File: src/rtl/rng_pkg.sv
// Shared types and helpers for the bounded LFSR random source.
package rng_pkg;

   typedef enum logic [1:0] {
      IDLE    = 2'd0,
      SEARCH  = 2'd1,
      PRESENT = 2'd2
   } state_t;

   // Single tap bit for polynomial term x^n (bit n-1 of the state).
   function automatic logic [31:0] tap(input int unsigned n);
      return 32'd1 << (n - 1);
   endfunction

   // Maximal-length Fibonacci tap masks for widths 8..32.
   function automatic logic [31:0] lfsr_taps(input int unsigned width);
      case (width)
         8:       return tap(8)  | tap(6)  | tap(5)  | tap(4);
         9:       return tap(9)  | tap(5);
         10:      return tap(10) | tap(7);
         11:      return tap(11) | tap(9);
         12:      return tap(12) | tap(6)  | tap(4)  | tap(1);
         13:      return tap(13) | tap(4)  | tap(3)  | tap(1);
         14:      return tap(14) | tap(5)  | tap(3)  | tap(1);
         15:      return tap(15) | tap(14);
         16:      return tap(16) | tap(15) | tap(13) | tap(4);
         17:      return tap(17) | tap(14);
         19:      return tap(19) | tap(6)  | tap(2)  | tap(1);
         20:      return tap(20) | tap(17);
         21:      return tap(21) | tap(19);
         22:      return tap(22) | tap(21);
         23:      return tap(23) | tap(18);
         24:      return tap(24) | tap(23) | tap(22) | tap(17);
         25:      return tap(25) | tap(22);
         26:      return tap(26) | tap(6)  | tap(2)  | tap(1);
         27:      return tap(27) | tap(5)  | tap(2)  | tap(1);
         28:      return tap(28) | tap(25);
         29:      return tap(29) | tap(27);
         30:      return tap(30) | tap(6)  | tap(4)  | tap(1);
         31:      return tap(31) | tap(28);
         32:      return tap(32) | tap(22) | tap(2)  | tap(1);
         default: return tap(18) | tap(11);
      endcase
   endfunction

   // All-ones mask covering every bit up to the highest set bit of value.
   function automatic logic [31:0] bitlen_mask(input logic [31:0] value);
      logic [31:0] m;
      m = value;
      m = m | (m >> 1);
      m = m | (m >> 2);
      m = m | (m >> 4);
      m = m | (m >> 8);
      m = m | (m >> 16);
      return m;
   endfunction

endpackage

File: src/rtl/lfsr_core.sv
// Fibonacci LFSR register with seed load and step enable.
module lfsr_core
   import rng_pkg::*;
#(
   parameter int unsigned WIDTH = 18,
   parameter int unsigned SEED  = 1
) (
   input  logic             clk,
   input  logic             reset,
   input  logic             step,
   input  logic             load,
   input  logic [WIDTH-1:0] load_value,
   output logic [WIDTH-1:0] lfsr
);

   localparam logic [WIDTH-1:0] TAPS   = WIDTH'(lfsr_taps(WIDTH));
   localparam logic [WIDTH-1:0] SEED_W = WIDTH'(SEED);

   logic fb_c;

   assign fb_c = ^(lfsr & TAPS);

   // State update: reset, then seed load (zero maps to SEED), then step.
   always_ff @(posedge clk) begin
      if (reset) begin
         lfsr <= SEED_W;
      end else if (load) begin
         lfsr <= (load_value == '0) ? SEED_W : load_value;
      end else if (step) begin
         lfsr <= {lfsr[WIDTH-2:0], fb_c};
      end
   end

endmodule

File: src/rtl/rng_lfsr_ranged.sv
// Request/valid/ready random source bounded to an inclusive limit by rejection sampling.
module rng_lfsr_ranged
   import rng_pkg::*;
#(
   parameter int unsigned WIDTH     = 18,
   parameter int unsigned SEED      = 1,
   parameter int unsigned MAX_TRIES = 16,
   parameter bit          FREE_RUN  = 1'b0
) (
   input  logic             clk,
   input  logic             reset,
   input  logic             change,
   input  logic             seed_load,
   input  logic [WIDTH-1:0] seed_in,
   input  logic [WIDTH-1:0] limit,
   output logic [WIDTH-1:0] random_value,
   output logic             rand_valid,
   input  logic             rand_ready,
   output logic             rand_fallback,
   output logic             overrun
);

   localparam int unsigned CNT_W = $clog2(MAX_TRIES + 1);
   localparam int unsigned W1    = WIDTH + 1;

   state_t             state_q, state_d;
   logic [WIDTH-1:0]   lfsr;
   logic [WIDTH-1:0]   lim_q, lim_d;
   logic [CNT_W-1:0]   try_cnt, try_d;
   logic [WIDTH-1:0]   value_d;
   logic               valid_d, fallback_d, overrun_d;
   logic               step_c;
   logic               accept_c, last_try_c;
   logic [WIDTH-1:0]   mask_c, masked_c, fb_value_c;
   logic [W1-1:0]      lim_p1_c, diff_c;

   lfsr_core #(
      .WIDTH (WIDTH),
      .SEED  (SEED)
   ) u_lfsr (
      .clk        (clk),
      .reset      (reset),
      .step       (step_c),
      .load       (seed_load),
      .load_value (seed_in),
      .lfsr       (lfsr)
   );

   // Candidate test and the deterministic fold used once tries run out.
   always_comb begin
      accept_c   = (lfsr <= lim_q);
      last_try_c = (try_cnt == CNT_W'(MAX_TRIES - 1));
      mask_c     = WIDTH'(bitlen_mask(32'(lim_q)));
      masked_c   = lfsr & mask_c;
      lim_p1_c   = {1'b0, lim_q} + W1'(1);
      diff_c     = {1'b0, masked_c} - lim_p1_c;
      fb_value_c = (masked_c > lim_q) ? WIDTH'(diff_c) : masked_c;
   end

   // State register.
   always_ff @(posedge clk) begin
      if (reset) state_q <= IDLE;
      else       state_q <= state_d;
   end

   // Next-state logic; seed load aborts any transaction.
   always_comb begin
      state_d = state_q;
      if (seed_load) begin
         state_d = IDLE;
      end else begin
         case (state_q)
            IDLE:    if (change) state_d = SEARCH;
            SEARCH:  if (accept_c || last_try_c) state_d = PRESENT;
            PRESENT: if (rand_ready) state_d = IDLE;
            default: state_d = IDLE;
         endcase
      end
   end

   // Output and datapath next values.
   always_comb begin
      step_c     = 1'b0;
      lim_d      = lim_q;
      try_d      = try_cnt;
      value_d    = random_value;
      valid_d    = rand_valid;
      fallback_d = rand_fallback;
      overrun_d  = overrun;
      if (seed_load) begin
         try_d      = '0;
         valid_d    = 1'b0;
         fallback_d = 1'b0;
      end else begin
         case (state_q)
            IDLE: begin
               if (change) begin
                  step_c = 1'b1;
                  lim_d  = limit;
                  try_d  = '0;
               end else begin
                  step_c = FREE_RUN;
               end
            end
            SEARCH: begin
               if (change) overrun_d = 1'b1;
               if (accept_c) begin
                  value_d    = lfsr;
                  valid_d    = 1'b1;
                  fallback_d = 1'b0;
               end else if (last_try_c) begin
                  value_d    = fb_value_c;
                  valid_d    = 1'b1;
                  fallback_d = 1'b1;
               end else begin
                  step_c = 1'b1;
                  try_d  = try_cnt + CNT_W'(1);
               end
            end
            PRESENT: begin
               step_c = FREE_RUN;
               if (change)     overrun_d = 1'b1;
               if (rand_ready) valid_d   = 1'b0;
            end
            default: begin
               valid_d = 1'b0;
            end
         endcase
      end
   end

   // Registered outputs and captured request context.
   always_ff @(posedge clk) begin
      if (reset) begin
         lim_q         <= '0;
         try_cnt       <= '0;
         random_value  <= '0;
         rand_valid    <= 1'b0;
         rand_fallback <= 1'b0;
         overrun       <= 1'b0;
      end else begin
         lim_q         <= lim_d;
         try_cnt       <= try_d;
         random_value  <= value_d;
         rand_valid    <= valid_d;
         rand_fallback <= fallback_d;
         overrun       <= overrun_d;
      end
   end

endmodule

File: config.mk
export PLATFORM = sky130hd
export DESIGN_NAME = rng_lfsr_ranged
export DESIGN_NICKNAME = d
export VERILOG_FILES = /design/src/rtl/rng_pkg.sv /design/src/rtl/lfsr_core.sv /design/src/rtl/rng_lfsr_ranged.sv
export SDC_FILE = /design/constraint.sdc
export NUM_CORES = 1
export LEC_CHECK = 0
export ABC_AREA = 1
export BUFFER_PORTS_ARGS = -buffer_cell sky130_fd_sc_hd__buf_2
export CAP_MARGIN = 20
export CORE_MARGIN = 2
export CORE_UTILIZATION = 42
export CTS_CLUSTER_SIZE = 14
export DETAILED_ROUTE_END_ITERATION = 10
export PLACE_DENSITY_LB_ADDON = 0.3
export SYNTH_ARGS = -nofsm -noshare
export SYNTH_HDL_FRONTEND = slang
export SYNTH_SLANG_ARGS = --single-unit
File: constraint.sdc
create_clock -name clk -period 5.6 [get_ports clk]
set_clock_uncertainty 0.15 [all_clocks]
set_input_delay 1.4 -clock clk [delete_from_list [all_inputs] [get_ports clk]]
set_output_delay 1.4 -clock clk [all_outputs]
set_load 0.05 [all_outputs]
After elaboration in Yosys (flattened, before gate mapping):

Index checks and enable logic that the tools add are counted.

* register bits after elaboration: 64

* equality and inequality tests: 9
* reduce and logical (&&, ||, !) cells: 16
* bitwise operators: 8
* magnitude comparators: 2
* mux-type cells: 24
* $add $sub $neg: 3

Operators with widths (number)
* 2-to-1 mux 18 bit: 6
* adder 18 x 1 -> 18 bit, second input constant: 1
* bitwise AND 18 bit: 1
* greater-than comparator 18 bit: 1
* less-or-equal comparator 18 bit: 1
* logical NOT 18 bit: 1
* bitwise OR 18 x 10 -> 18 bit: 1
* bitwise OR 18 x 14 -> 18 bit: 1
* bitwise OR 18 x 16 -> 18 bit: 1
* bitwise OR 18 x 17 -> 18 bit: 1
* bitwise OR 18 x 2 -> 18 bit: 1
* XOR reduction 18 bit: 1
* subtractor 18 bit: 1
* 2-to-1 mux 5 bit: 3
* AND reduction 3 bit: 5
* inequality test 2 bit, second input constant: 5
* one-hot mux 5 bit (2 select lines): 1
* 2-to-1 mux 1 bit: 8
* 2-to-1 mux 2 bit: 3
* one-hot mux 2 bit (3 select lines): 1
* nonzero test 2 bit: 3
* adder 5 x 1 -> 5 bit, second input constant: 1
* equality test 5 x 4 -> 1 bit, second input constant: 1
* AND reduction 4 bit: 1
* 10 further kinds: 12

Depth between registers and ports, before layout:

Gate-level depths: netlist of run 1.

* depth in word-level cells: 10
* gate-level depth with buffers: 26
* depth with buffers taken out: 26

Modules after synthesis:

Synthesis of run 1 repeated with hierarchy kept, for this count alone.

* cell total of the unflattened synthesis: 794
* area, all modules: 5078.6 µm²

Modules (own cells, without submodules)
* rng_lfsr_ranged: cells an instance 675, area an instance 4122.7 µm², times used 1, seq. area each 920.9 µm²
* lfsr_core: cells an instance 119, area an instance 955.9 µm², times used 1, seq. area each 360.3 µm²

Worst setup path before layout of run 1:

OpenSTA, ideal clock, no wires.

* path type: reg2reg
* start point: reg lim_q[17]
* end point: reg random_value[0]
* cell stages (with the launch flop): 23
* slack: 2.658 ns
* required time: 5.334 ns
* arrival: 2.676 ns
* period minus slack after synthesis: 2.942 ns
* buffers on the path: 1
* cell sequence: dfxtp_1 > inv_1 > nand2_1 > nor2_1 > nand2_1 > nor3_1 > inv_1 > o21ai_0 > inv_1 > ha_1 > nand2_1 > inv_1 > a21oi_1 > nand3_1 > nand2_1 > nand2_4 > nand2_8 > inv_6 > buf_12 > nor2_2 > nor2_1 > nor2_1 > nor2_1

* word-level cells in the longest chain between the ends: 10
* elaborated cells between the ends (all ways): 14

RTL lines
* start: declaration: RTL line rng_lfsr_ranged.sv:28 `logic [WIDTH-1:0] lim_q, lim_d;`
* start signal: assignment: RTL line rng_lfsr_ranged.sv:142 `lim_q <= lim_d;`
* bitwise OR 18 x 17 -> 18 bit: RTL line rng_pkg.sv:50 `m = m | (m >> 1);`
* bitwise OR 18 x 16 -> 18 bit: RTL line rng_pkg.sv:51 `m = m | (m >> 2);`
* bitwise OR 18 x 14 -> 18 bit: RTL line rng_pkg.sv:52 `m = m | (m >> 4);`
* bitwise OR 18 x 10 -> 18 bit: RTL line rng_pkg.sv:53 `m = m | (m >> 8);`
* bitwise OR 18 x 2 -> 18 bit: RTL line rng_pkg.sv:54 `m = m | (m >> 16);`
* bitwise AND 18 bit: RTL line rng_lfsr_ranged.sv:54 `masked_c = lfsr & mask_c;`
* subtractor 18 bit or greater-than comparator 18 bit (tied branches): RTL line rng_lfsr_ranged.sv:56, rng_lfsr_ranged.sv:57
* 2-to-1 mux 18 bit: RTL line rng_lfsr_ranged.sv:57 `fb_value_c = (masked_c > lim_q) ? WIDTH'(diff_c) : masked_c;`
* 2-to-1 mux 18 bit: RTL line rng_lfsr_ranged.sv:111 `end else if (last_try_c) begin`
* 2-to-1 mux 18 bit: RTL line rng_lfsr_ranged.sv:107 `if (accept_c) begin`
* end signal: assignment: RTL line rng_lfsr_ranged.sv:144 `random_value <= value_d;`
* end: declaration: RTL line rng_lfsr_ranged.sv:16 `output logic [WIDTH-1:0] random_value,`

Several ways; a longest one is shown, not always the timed one. The select of a mux whose other input is x is not followed.
A chain may end at the register's enable or synchronous reset.

Worst setup path in the final report of run 1:

* start point: reg lim_q[17]
* end point: reg random_value[11]

Same word-level chain as after synthesis.

==> flow_summary.yaml, run 1 <==
outcome:
  status: "finished, final reports clean"
flow_run:
  drv_cap: 0
cts:
  cts_root_buffer: "clkbuf_16"
  cts_buffers: 9
  cts_resized: 0
  postCtsHoldBufs: 0
  clock_latency_ps: 350
  cts_tree: "built"
  cts.sink_count: 64
  ctsHtreeMaxLevel: 3
  clk_pin_slew_ps: 60
  clock_path_buffers: 2
  cts_setup_buffers: 0
worst_setup_path:
  r2r_end: "random_value[11]$_SDFFE_PP0P_"
  cp.required_ps: 5690
  critPathArrivalTime_ps: 3500
  critPathMaxFanout: 19
  r2r_slack_ps: 2190
  r2r-start: "lim_q[17]$_SDFFE_PP0P_"
  path_class: "reg2reg"
  reg2reg_depth: 20
  startpoint_type: "register"
  end_kind: "register"
timing:
  fin_crit_ps: 3410
  period_share_pct: 60.9
  setup_tns_ps: 0
  worst_pin_slew_ps: 812
  setup_violations: 0
  setup_ws_ps: 2190
  relSlewSlack_pct: 45.5
  max_clock_freq_mhz: 293
  rsz0062_at_grt: "false"
  finalHoldViolCount: 0
  drv_slew: 0
route:
  drc: 0
  via_per_inst: 5.15
  wl_per_cell_um: 13.9
  vias: 5184
  dr.pass1.iters: 5
  drt_iter0_drc: 378
  drt-total-wl_um: 14000
  ant_nets: 0
synthesis:
  syn_avg_cell_area_um2: 6.22
  async_flop_share_pct: 0
  ys_seq_area_share_pct: 25.5
  yosysUniqueCellTypes: 44
  synth_edf_count: 0
  ys_ff_latch: 64
  synth_area_leaders: "dfxtp_1 26%, nand2_1 14%, ha_1 11%, nor2_1 11%, inv_1 7.5%"
  synthFlopType: "dfxtp_1"
  synthesis.nets: 892
  yosys.area.top_type_share_pct: 25.5
  yosysWarnings: 0
  synth_cells: 807
  syn_area_um2: 5020
  yosys.area.top_type: "dfxtp_1"
floorplanning:
  row_count: 39
  core_um2: 11600
  io_pins: 62
  start_util_pct: 43.4
  die_h_um: 113
  die_area_um2: 12800
  die_x_um: 113
global_route:
  grt_pass1_vias: 4725
  grt.total_usage_pct: 22.5
  grt_max_degree: 47
  gr-total-overflow: 0
  antenna_found_initial: 0
  grt_pass1_wl_um: 22800
place:
  pre_cts_ws_ps: 2190
  place_congestion: 0.940
  dp_hpwl_um: 10700
  place.port_buffers: 61
pwr:
  ir_drop_v: 0.000193
  totalPowerFinal_mw: 1.93
  p_leak_nw: 2.89
  powerDensity_nw_per_um2: 337
final_layout:
  area_delta_synth_final_pct: 14.0
  drive_gt1_share_pct: 13.2
  fin_nets: 943
  n_antenna_cell: 0
hold_path:
  min_to: "rand_valid$_SDFFE_PP0P_"
  min_from: "rand_valid$_SDFFE_PP0P_"
  hold_path.class: "reg2reg"
  hold_depth: 2
worst max-delay path, cell delays in order, from the launching register on:
cell	delay, ps
dfxtp_1	340
inv_1	110
nand2_1	80
nor2_1	200
nand2_1	180
nor3_1	230
inv_1	60
o21ai_0	210
inv_1	70
ha_1	340
nand2_1	130
nor2_2	150
nand2_2	100
nor2_4	110
nand4_4	140
nand2_8	190
inv_6	100
o21ai_0	150
nor2_1	60
nor2_1	140
nor2_1	60
cell families (layout without fill, tap and decap cells):
family          after synthesis  after routing  share of synthesized area [%]
compound gates              142            142                           15.3
xor+xnor                     10             10                           1.74
buf+inv                     130            186                           10.7
fa+ha+maj                    44             44                           11.1
flops                        64             64                           25.5
simple gates                415            415                           35.2
mux                           2              2                          0.399
where the power goes:
part / switching, mW / total [mW] / internal, mW
clock: 0.212 / 0.639 / 0.427
combinational: 0.523 / 0.772 / 0.248
sequential: 0.0292 / 0.517 / 0.488
worst max path at each step:
stage	from	to	depth (start not counted)
finish	lim_q[17]$_SDFFE_PP0P_	random_value[11]$_SDFFE_PP0P_	20
global route	lim_q[17]$_SDFFE_PP0P_	random_value[11]$_SDFFE_PP0P_	21
CTS	lim_q[17]$_SDFFE_PP0P_	random_value[11]$_SDFFE_PP0P_	21
detailed placement	seed_load	lim_q[17]$_SDFFE_PP0P_	5
global placement	seed_load	lim_q[17]$_SDFFE_PP0P_	5
floorplan	lim_q[17]$_SDFFE_PP0P_	random_value[0]$_SDFFE_PP0P_	22
final cells by class:
| class | instances | area (µm²) |
|---|---|---|
| well taps | 143 | 179 |
| flip-flops and latches | 64 | 1280 |
| clock buffers | 14 | 274 |
| fillers | 1200 | 5840 |
| inverters | 107 | 407 |
| clock inverters | 2 | 60.1 |
| multi-input cells | 613 | 3200 |
| repair buffers | 63 | 320 |
placed cells by master (no fill, tap or decap), types with 2 or more instances in the layout:
| cell | Yosys | final |
|---|---|---|
| a21oi_1 | 55 | 55 |
| a21oi_2 | 4 | 4 |
| and2_1 | 2 | 2 |
| buf_2 | 6 | 61 |
| buf_4 | 3 | 2 |
| bufinv_16 | 0 | 2 |
| clkbuf_1 | 12 | 2 |
| clkbuf_16 | 0 | 9 |
| clkbuf_8 | 0 | 3 |
| clkinv_1 | 2 | 2 |
| dfxtp_1 | 64 | 64 |
| ha_1 | 43 | 43 |
| inv_1 | 101 | 101 |
| inv_2 | 3 | 3 |
| mux2i_1 | 2 | 2 |
| nand2_1 | 194 | 194 |
| nand2_2 | 10 | 10 |
| nand3_1 | 35 | 35 |
| nand3b_1 | 3 | 3 |
| nand4_1 | 5 | 5 |
| nor2_1 | 141 | 141 |
| nor2_2 | 6 | 6 |
| nor2_4 | 3 | 3 |
| nor3_1 | 4 | 4 |
| nor4_1 | 4 | 4 |
| o21ai_0 | 64 | 64 |
| o21ai_1 | 5 | 5 |
| o21ai_2 | 4 | 4 |
| o21bai_1 | 5 | 5 |
| or2_2 | 2 | 2 |
| xnor2_1 | 3 | 3 |
| xor2_1 | 7 | 7 |
cells in the mapped netlist (2+ instances only):
cell / n
clkinv_1: 2
inv_2: 3
a21oi_1: 55
ha_1: 43
and2_1: 2
nor2_2: 6
nand3b_1: 3
inv_1: 101
nor4_1: 4
nand4_1: 5
nand2_2: 10
o21ai_1: 5
or2_2: 2
o21bai_1: 5
nand2_1: 194
dfxtp_1: 64
o21ai_0: 64
buf_2: 6
nor2_1: 141
clkbuf_1: 12
xnor2_1: 3
nand3_1: 35
buf_4: 3
mux2i_1: 2
a21oi_2: 4
nor2_4: 3
xor2_1: 7
nor3_1: 4
o21ai_2: 4
routing by layer:
metal	part of all wire [%]	wire length (µm)	global-route usage (%)	vias up
li1	-	-	-	2677
met1	48	6730	30.0	2331
met2	44	6210	36.2	151
met3	5.4	752	3.70	25
met4	2.4	331	9.11	0
met5	0	0	0	-
sequential cells by signal (all words and copies together), names as in the netlist:
signal,cells
random_value,18
rand_valid,1
rand_fallback,1
try_cnt,5
state_q,2
lim_q,18
u_lfsr.lfsr,18
overrun,1
metrics by stage:
step | std cells | hold WS [ps] | utilization [%] | instance area (µm²)
finish | 1006 | 297 | 49.5 | 5720
global route | 1006 | 336 | 49.5 | 5720
CTS | 1006 | 295 | 49.5 | 5720
detailed placement | 990 | 286 | 46.6 | 5390
global placement | 990 | 290 | 46.6 | 5390
floorplan | 807 | 305 | - | 5020
Note: power is estimated with default switching activity, not from simulation.
==> inputs of run 2 (changes only) <==
Clock period 5.6 ns to 3.48 ns, I/O delays scaled along.
==> run 2 against run 1 <==
  * Combinational power rose by 68%
  * Total power rose by 63%
  * Global-route usage rose by 0.20 points
  * Hold slack barely moved
  * Sequential cell count did not move
  * Critical path type unchanged
  * Final cell count rose by 0.60%
  * Sequential power rose by 61%
  * Non-clock buffer count rose by 6
  * Setup slack got worse by 2000 ps
  * Via count rose by 0.58%
  * Largest power group unchanged
  * Register-to-register slack got worse by 2000 ps
==> flow_summary.yaml, run 2 (synthesis gave the netlist of run 1 again) <==
outcome:
  status: "finished, final reports clean"
route:
  drt-total-wl_um: 14300
  drt_iter0_drc: 313
  via_per_inst: 5.15
  ant_nets: 0
  drc: 0
  wl_per_cell_um: 14.1
  dr.pass1.iters: 5
  vias: 5214
final_layout:
  fin_nets: 949
  top_regs: "lim_q (18), random_value (18), u_lfsr.lfsr (18)"
  mostFrequentLayoutCells: "193 x nand2_1, 139 x nor2_1, 101 x inv_1, 64 x dfxtp_1, 62 x o21ai_0"
  n_antenna_cell: 0
  n_fill_cell: 1192
  multi_input_area_um2: 3230
  drive_gt1_share_pct: 14.8
  final_area_um2: 5800
  area.sequential_um2: 1280
  final_cells: 1012
  final_common_cell: "nand2_1"
  area_delta_synth_final_pct: 15.5
worst_setup_path:
  path_class: "reg2reg"
  cp_cell_sequence: "inv_1 -> nand2_1 -> nor2_2 -> nand2_2 -> inv_1 -> nand2_1 -> inv_1 -> nand4_1 -> nand2_1 -> inv_1 -> ha_1 -> inv_1 -> fa_1 -> o21bai_1 -> nand2_1 -> nand2_1 -> nand2_1 -> nand2_1 -> nand2_1 -> a21oi_1 -> nor2_1 -> nor2_1 -> nor2_1"
  startpoint_type: "register"
  cp.required_ps: 3550
  end_kind: "register"
  r2r-start: "lim_q[17]$_SDFFE_PP0P_"
  reg2reg_depth: 23
  critical_path.max_stage_delay_ps: 420
  r2r_end: "random_value[16]$_SDFFE_PP0P_"
  critPathArrivalTime_ps: 3330
  cpMostUsedCell: "nand2_1"
  crit_slowest_cell: "fa_1"
  critPathMaxFanout: 5
  r2r_slack_ps: 220
cts:
  cts_tree: "built"
  clk_pin_slew_ps: 60
  cts_buffers: 9
  clock_latency_ps: 340
  cts_root_buffer: "clkbuf_16"
  clock_path_buffers: 2
  ctsHtreeMaxLevel: 3
  cts.sink_count: 64
floorplanning:
  die_area_um2: 12800
  core_um2: 11600
  die_x_um: 113
  row_count: 39
  die_h_um: 113
  start_util_pct: 43.4
  io_pins: 62
global_route:
  grt_max_degree: 54
  grt_pass1_wl_um: 23500
  grt.total_usage_pct: 22.7
  gr-total-overflow: 0
  grt_pass1_vias: 4924
  antenna_found_initial: 0
flow_run:
  drv_cap: 0
hold_path:
  min_to: "rand_valid$_SDFFE_PP0P_"
  min_from: "rand_valid$_SDFFE_PP0P_"
  hold_path.class: "reg2reg"
  hold_depth: 2
place:
  placed_area_um2: 5410
  place_congestion: 0.912
  place.port_buffers: 61
  dp.cells: 993
  dp_hpwl_um: 10900
timing:
  fin_crit_ps: 3260
  relSlewSlack_pct: 61.2
  worst_pin_slew_ps: 582
  drv_slew: 0
  finalHoldViolCount: 0
  period_share_pct: 93.5
  max_clock_freq_mhz: 307
  rsz0062_at_grt: "true"
  setup_violations: 0
pwr:
  powerDensity_nw_per_um2: 542
  ir_drop_v: 0.000220
  p_leak_nw: 2.92
[run 2: critical path, delay by kind of cell, from the launching register on]
| family | cells | cell delay, ps |
|---|---|---|
| and+or+nand+nor | 14 | 1100 |
| AOI/OAI and AO/OA | 2 | 500 |
| buffers and inverters | 5 | 390 |
| DFF | 1 | 380 |
| adders and majority gates | 2 | 610 |
[run 2: worst max path at each step]
stage | startpoint | cells after the start | slack [ps] | end
6_report | lim_q[17]$_SDFFE_PP0P_ | 23 | 220 | random_value[16]$_SDFFE_PP0P_
2_1_floorplan | lim_q[17]$_SDFFE_PP0P_ | 22 | 540 | random_value[0]$_SDFFE_PP0P_
3_3_place_gp | lim_q[17]$_SDFFE_PP0P_ | 21 | 200 | random_value[11]$_SDFFE_PP0P_
5_1_grt | lim_q[17]$_SDFFE_PP0P_ | 23 | -50 | random_value[11]$_SDFFE_PP0P_
4_1_cts | lim_q[17]$_SDFFE_PP0P_ | 20 | 130 | random_value[11]$_SDFFE_PP0P_
3_5_place_dp | lim_q[17]$_SDFFE_PP0P_ | 21 | 140 | random_value[11]$_SDFFE_PP0P_
[run 2: per-stage QoR]
| stage | util, % | TNS (ps) | hold WS, ps | total power [mW] | setup WS, ps |
|---|---|---|---|---|---|
| global placement | 46.8 | 0 | 288 | 2.09 | 199 |
| detailed placement | 46.8 | 0 | 293 | 2.08 | 144 |
| CTS | 49.7 | 0 | 303 | 3.09 | 132 |
| finish | 50.2 | 0 | 297 | 3.14 | 225 |
| floorplan | - | 0 | 305 | 1.83 | 538 |
| global route | 50.2 | -140 | 335 | 3.33 | -45.9 |
[run 2: cell type report]
class                   instances  area share, %
clock buffers                  10           4.12
clock inverters                 6           1.60
inverters                     107           7.14
flip-flops and latches         64           22.1
well taps                     143           3.08
repair buffers                 69           6.30
multi-input cells             613           55.7
[run 2: metal layers]
layer	vias up	global-route usage [%]	wire [µm]
li1	2681	-	-
met3	28	2.36	918
met5	-	0	0
met4	0	9.92	417
met2	179	36.2	6240
met1	2326	31.1	6720
[run 2: where the power goes]
part	total, mW	internal (mW)	switching [mW]
Combinational	1.30	0.429	0.876
Sequential	0.830	0.785	0.0446
Clock	1.01	0.649	0.359
[run 2: timing repair]
action / CTS / global route
setup buffers: 0 / 3
resized for setup: 0 / 12
setup endpoints to repair: 0 / 18
endpoints found under the hold margin: 0 / 0
hold buffers: 0 / 0
==> inputs of run 3 (changes only) <==
Settings changed: CTS_CLUSTER_SIZE 14 to default, SLEW_MARGIN from default to 40.
Clock period 3.48 ns to 2.9 ns, I/O delays scaled along.
==> run 3 against run 2 <==
  * Critical endpoint is now random_value[6]$_SDFFE_PP0P_
  * Critical path depth did not move
  * Combinational power rose by 66%
  * Core utilization rose by 7.4 points
  * Highest routed layer unchanged
  * Largest cell class unchanged
  * Non-clock buffer count rose by 67
  * The flow now finishes with violations (setup timing)
==> flow_summary.yaml, run 3 (synthesis gave the netlist of run 1 again) <==
outcome:
  status: "finished, violations left"
  violations: "setup timing"
global_route:
  grt_pass1_wl_um: 24600
  grt_pass1_vias: 5146
  grt_max_degree: 45
  gr-total-overflow: 0
  grt.total_usage_pct: 24.1
  antenna_found_initial: 0
pwr:
  ir_drop_v: 0.000341
  powerDensity_nw_per_um2: 638
  p_leak_nw: 3.30
floorplanning:
  io_pins: 62
  start_util_pct: 43.4
  core_um2: 11600
  die_area_um2: 12800
  die_h_um: 113
  row_count: 39
  die_x_um: 113
place:
  place_congestion: 0.916
  dp_hpwl_um: 11400
  pre_cts_ws_ps: -158
  place.port_buffers: 61
  dp.cells: 1048
cts:
  clock_latency_ps: 350
  cts_root_buffer: "clkbuf_16"
  clk_pin_slew_ps: 50
  clock_path_buffers: 2
  ctsHtreeMaxLevel: 3
  cts_buffers: 9
  cts_tree: "built"
  postCtsHoldBufs: 0
  cts.sink_count: 64
route:
  drt_iter0_drc: 341
  wl_per_cell_um: 14.3
  ant_nets: 0
  dr.pass1.iters: 5
  via_per_inst: 5.10
  vias: 5508
  drt-total-wl_um: 15400
  drc: 0
worst_setup_path:
  critical_path.max_stage_delay_ps: 290
  critPathMaxFanout: 4
  cp_cell_sequence: "inv_1 -> nand2_2 -> nor2_4 -> nand2_4 -> buf_6 -> nor3_4 -> inv_1 -> o21ai_2 -> inv_2 -> ha_4 -> nand2_4 -> nor2_4 -> nand2_2 -> nand3_2 -> nand2_2 -> nand2_4 -> nand2_8 -> buf_6 -> buf_6 -> nand2_2 -> nand3_2 -> a21oi_2 -> nor2_1"
  cp-startpoint: "lim_q[16]$_SDFFE_PP0P_"
  cpMostUsedCell: "nand2_2"
  end_kind: "register"
  startpoint_type: "register"
  critPathArrivalTime_ps: 3040
  crit_slowest_cell: "dfxtp_1"
  reg2reg_depth: 23
  r2r-start: "lim_q[16]$_SDFFE_PP0P_"
  path_class: "reg2reg"
  cp.required_ps: 2980
timing:
  drv_slew: 0
  setup_ws_ps: -55.4
  setup_violations: 10
  max_clock_freq_mhz: 338
  finalHoldViolCount: 0
  rsz0062_at_grt: "true"
  worst_pin_slew_ps: 648
  relSlewSlack_pct: 56.6
  period_share_pct: 102
  fin_crit_ps: 2960
final_layout:
  area_delta_synth_final_pct: 32.7
  final_cells: 1081
  mostFrequentLayoutCells: "173 x nand2_1, 129 x nor2_1, 91 x inv_1, 66 x buf_4, 63 x dfxtp_1"
  top_regs: "lim_q (18), random_value (18), u_lfsr.lfsr (18)"
  drive_gt1_share_pct: 28.5
  final_common_cell: "nand2_1"
  n_antenna_cell: 0
  fin_nets: 1018
hold_path:
  hold_depth: 2
  min_from: "rand_valid$_SDFFE_PP0P_"
  hold_path.class: "reg2reg"
flow_run:
  drv_cap: 0
run 3: cell types whose count changed in the layout (fill, tap and decap cells not counted), moves of 14 or more:
cell     previous run  this run
nand3_2             0        14
nand3_1            35        20
nand2_1           193       173
nand2_2            11        27
buf_4               8        66
run 3: what timing repair did:
action	in CTS	in global routing
gates cloned	1	1
resized for setup	16	89
endpoints found under the hold margin	0	0
pin swaps	6	41
setup endpoints to repair	18	18
buffers inserted	2	13
run 3: critical path: cells and delay by family (launching register included):
family,cells,cell delay (ps)
AND/OR/NAND/NOR,14,1210
buffers and inverters,6,610
flip-flops,1,290
adder cells (fa/ha/maj),1,290
AO/OA/AOI/OAI,2,310
run 3: where the power goes:
group          leakage [nW]  internal (mW)  switching, mW
Sequential            0.525          0.943         0.0509
Clock                 0.145          0.687          0.415
Combinational          2.63          0.874           1.28
Total                  3.30           2.50           1.75
run 3: cell type report:
| class | instances | area, µm² |
|---|---|---|
| Sequential cell | 64 | 1280 |
| Tap cell | 143 | 179 |
| Timing Repair Buffer | 136 | 928 |
| Fill cell | 1123 | 4900 |
| Inverter | 107 | 414 |
| Timing Repair inverter | 1 | 16.3 |
| Clock inverter | 5 | 56.3 |
| Multi-Input combinational cell | 614 | 3540 |
| Clock buffer | 11 | 243 |
run 3: stage by stage:
stage               total power, mW  hold slack, ps  util [%]  cell area (µm²)  TNS, ps
floorplan                      2.20             305         -             5030        0
global route                   4.53             317      57.6             6660    -3240
detailed placement             2.69             287      50.5             5840    -1970
CTS                            3.86             296      53.8             6230        0
finish                         4.25             295      57.6             6660     -302
global placement               2.69             291      50.5             5840    -1420
run 3: per-layer routing:
layer / vias up / routed length (µm) / global-route usage, %
li1: 2823 / - / -
met1: 2509 / 7210 / 32.5
met2: 151 / 7190 / 38.8
met3: 25 / 727 / 4.07
met4: 0 / 304 / 8.62
met5: - / 0 / 0
run 3: path summary, 6_finish.rpt:
| kind | endpoint | slack [ps] |
|---|---|---|
| min reg2reg | rand_valid$_SDFFE_PP0P_ | 300 |
| max reg2reg | random_value[6]$_SDFFE_PP0P_ | -60 |
| min | rand_valid$_SDFFE_PP0P_ | 300 |
| max | random_value[6]$_SDFFE_PP0P_ | -60 |
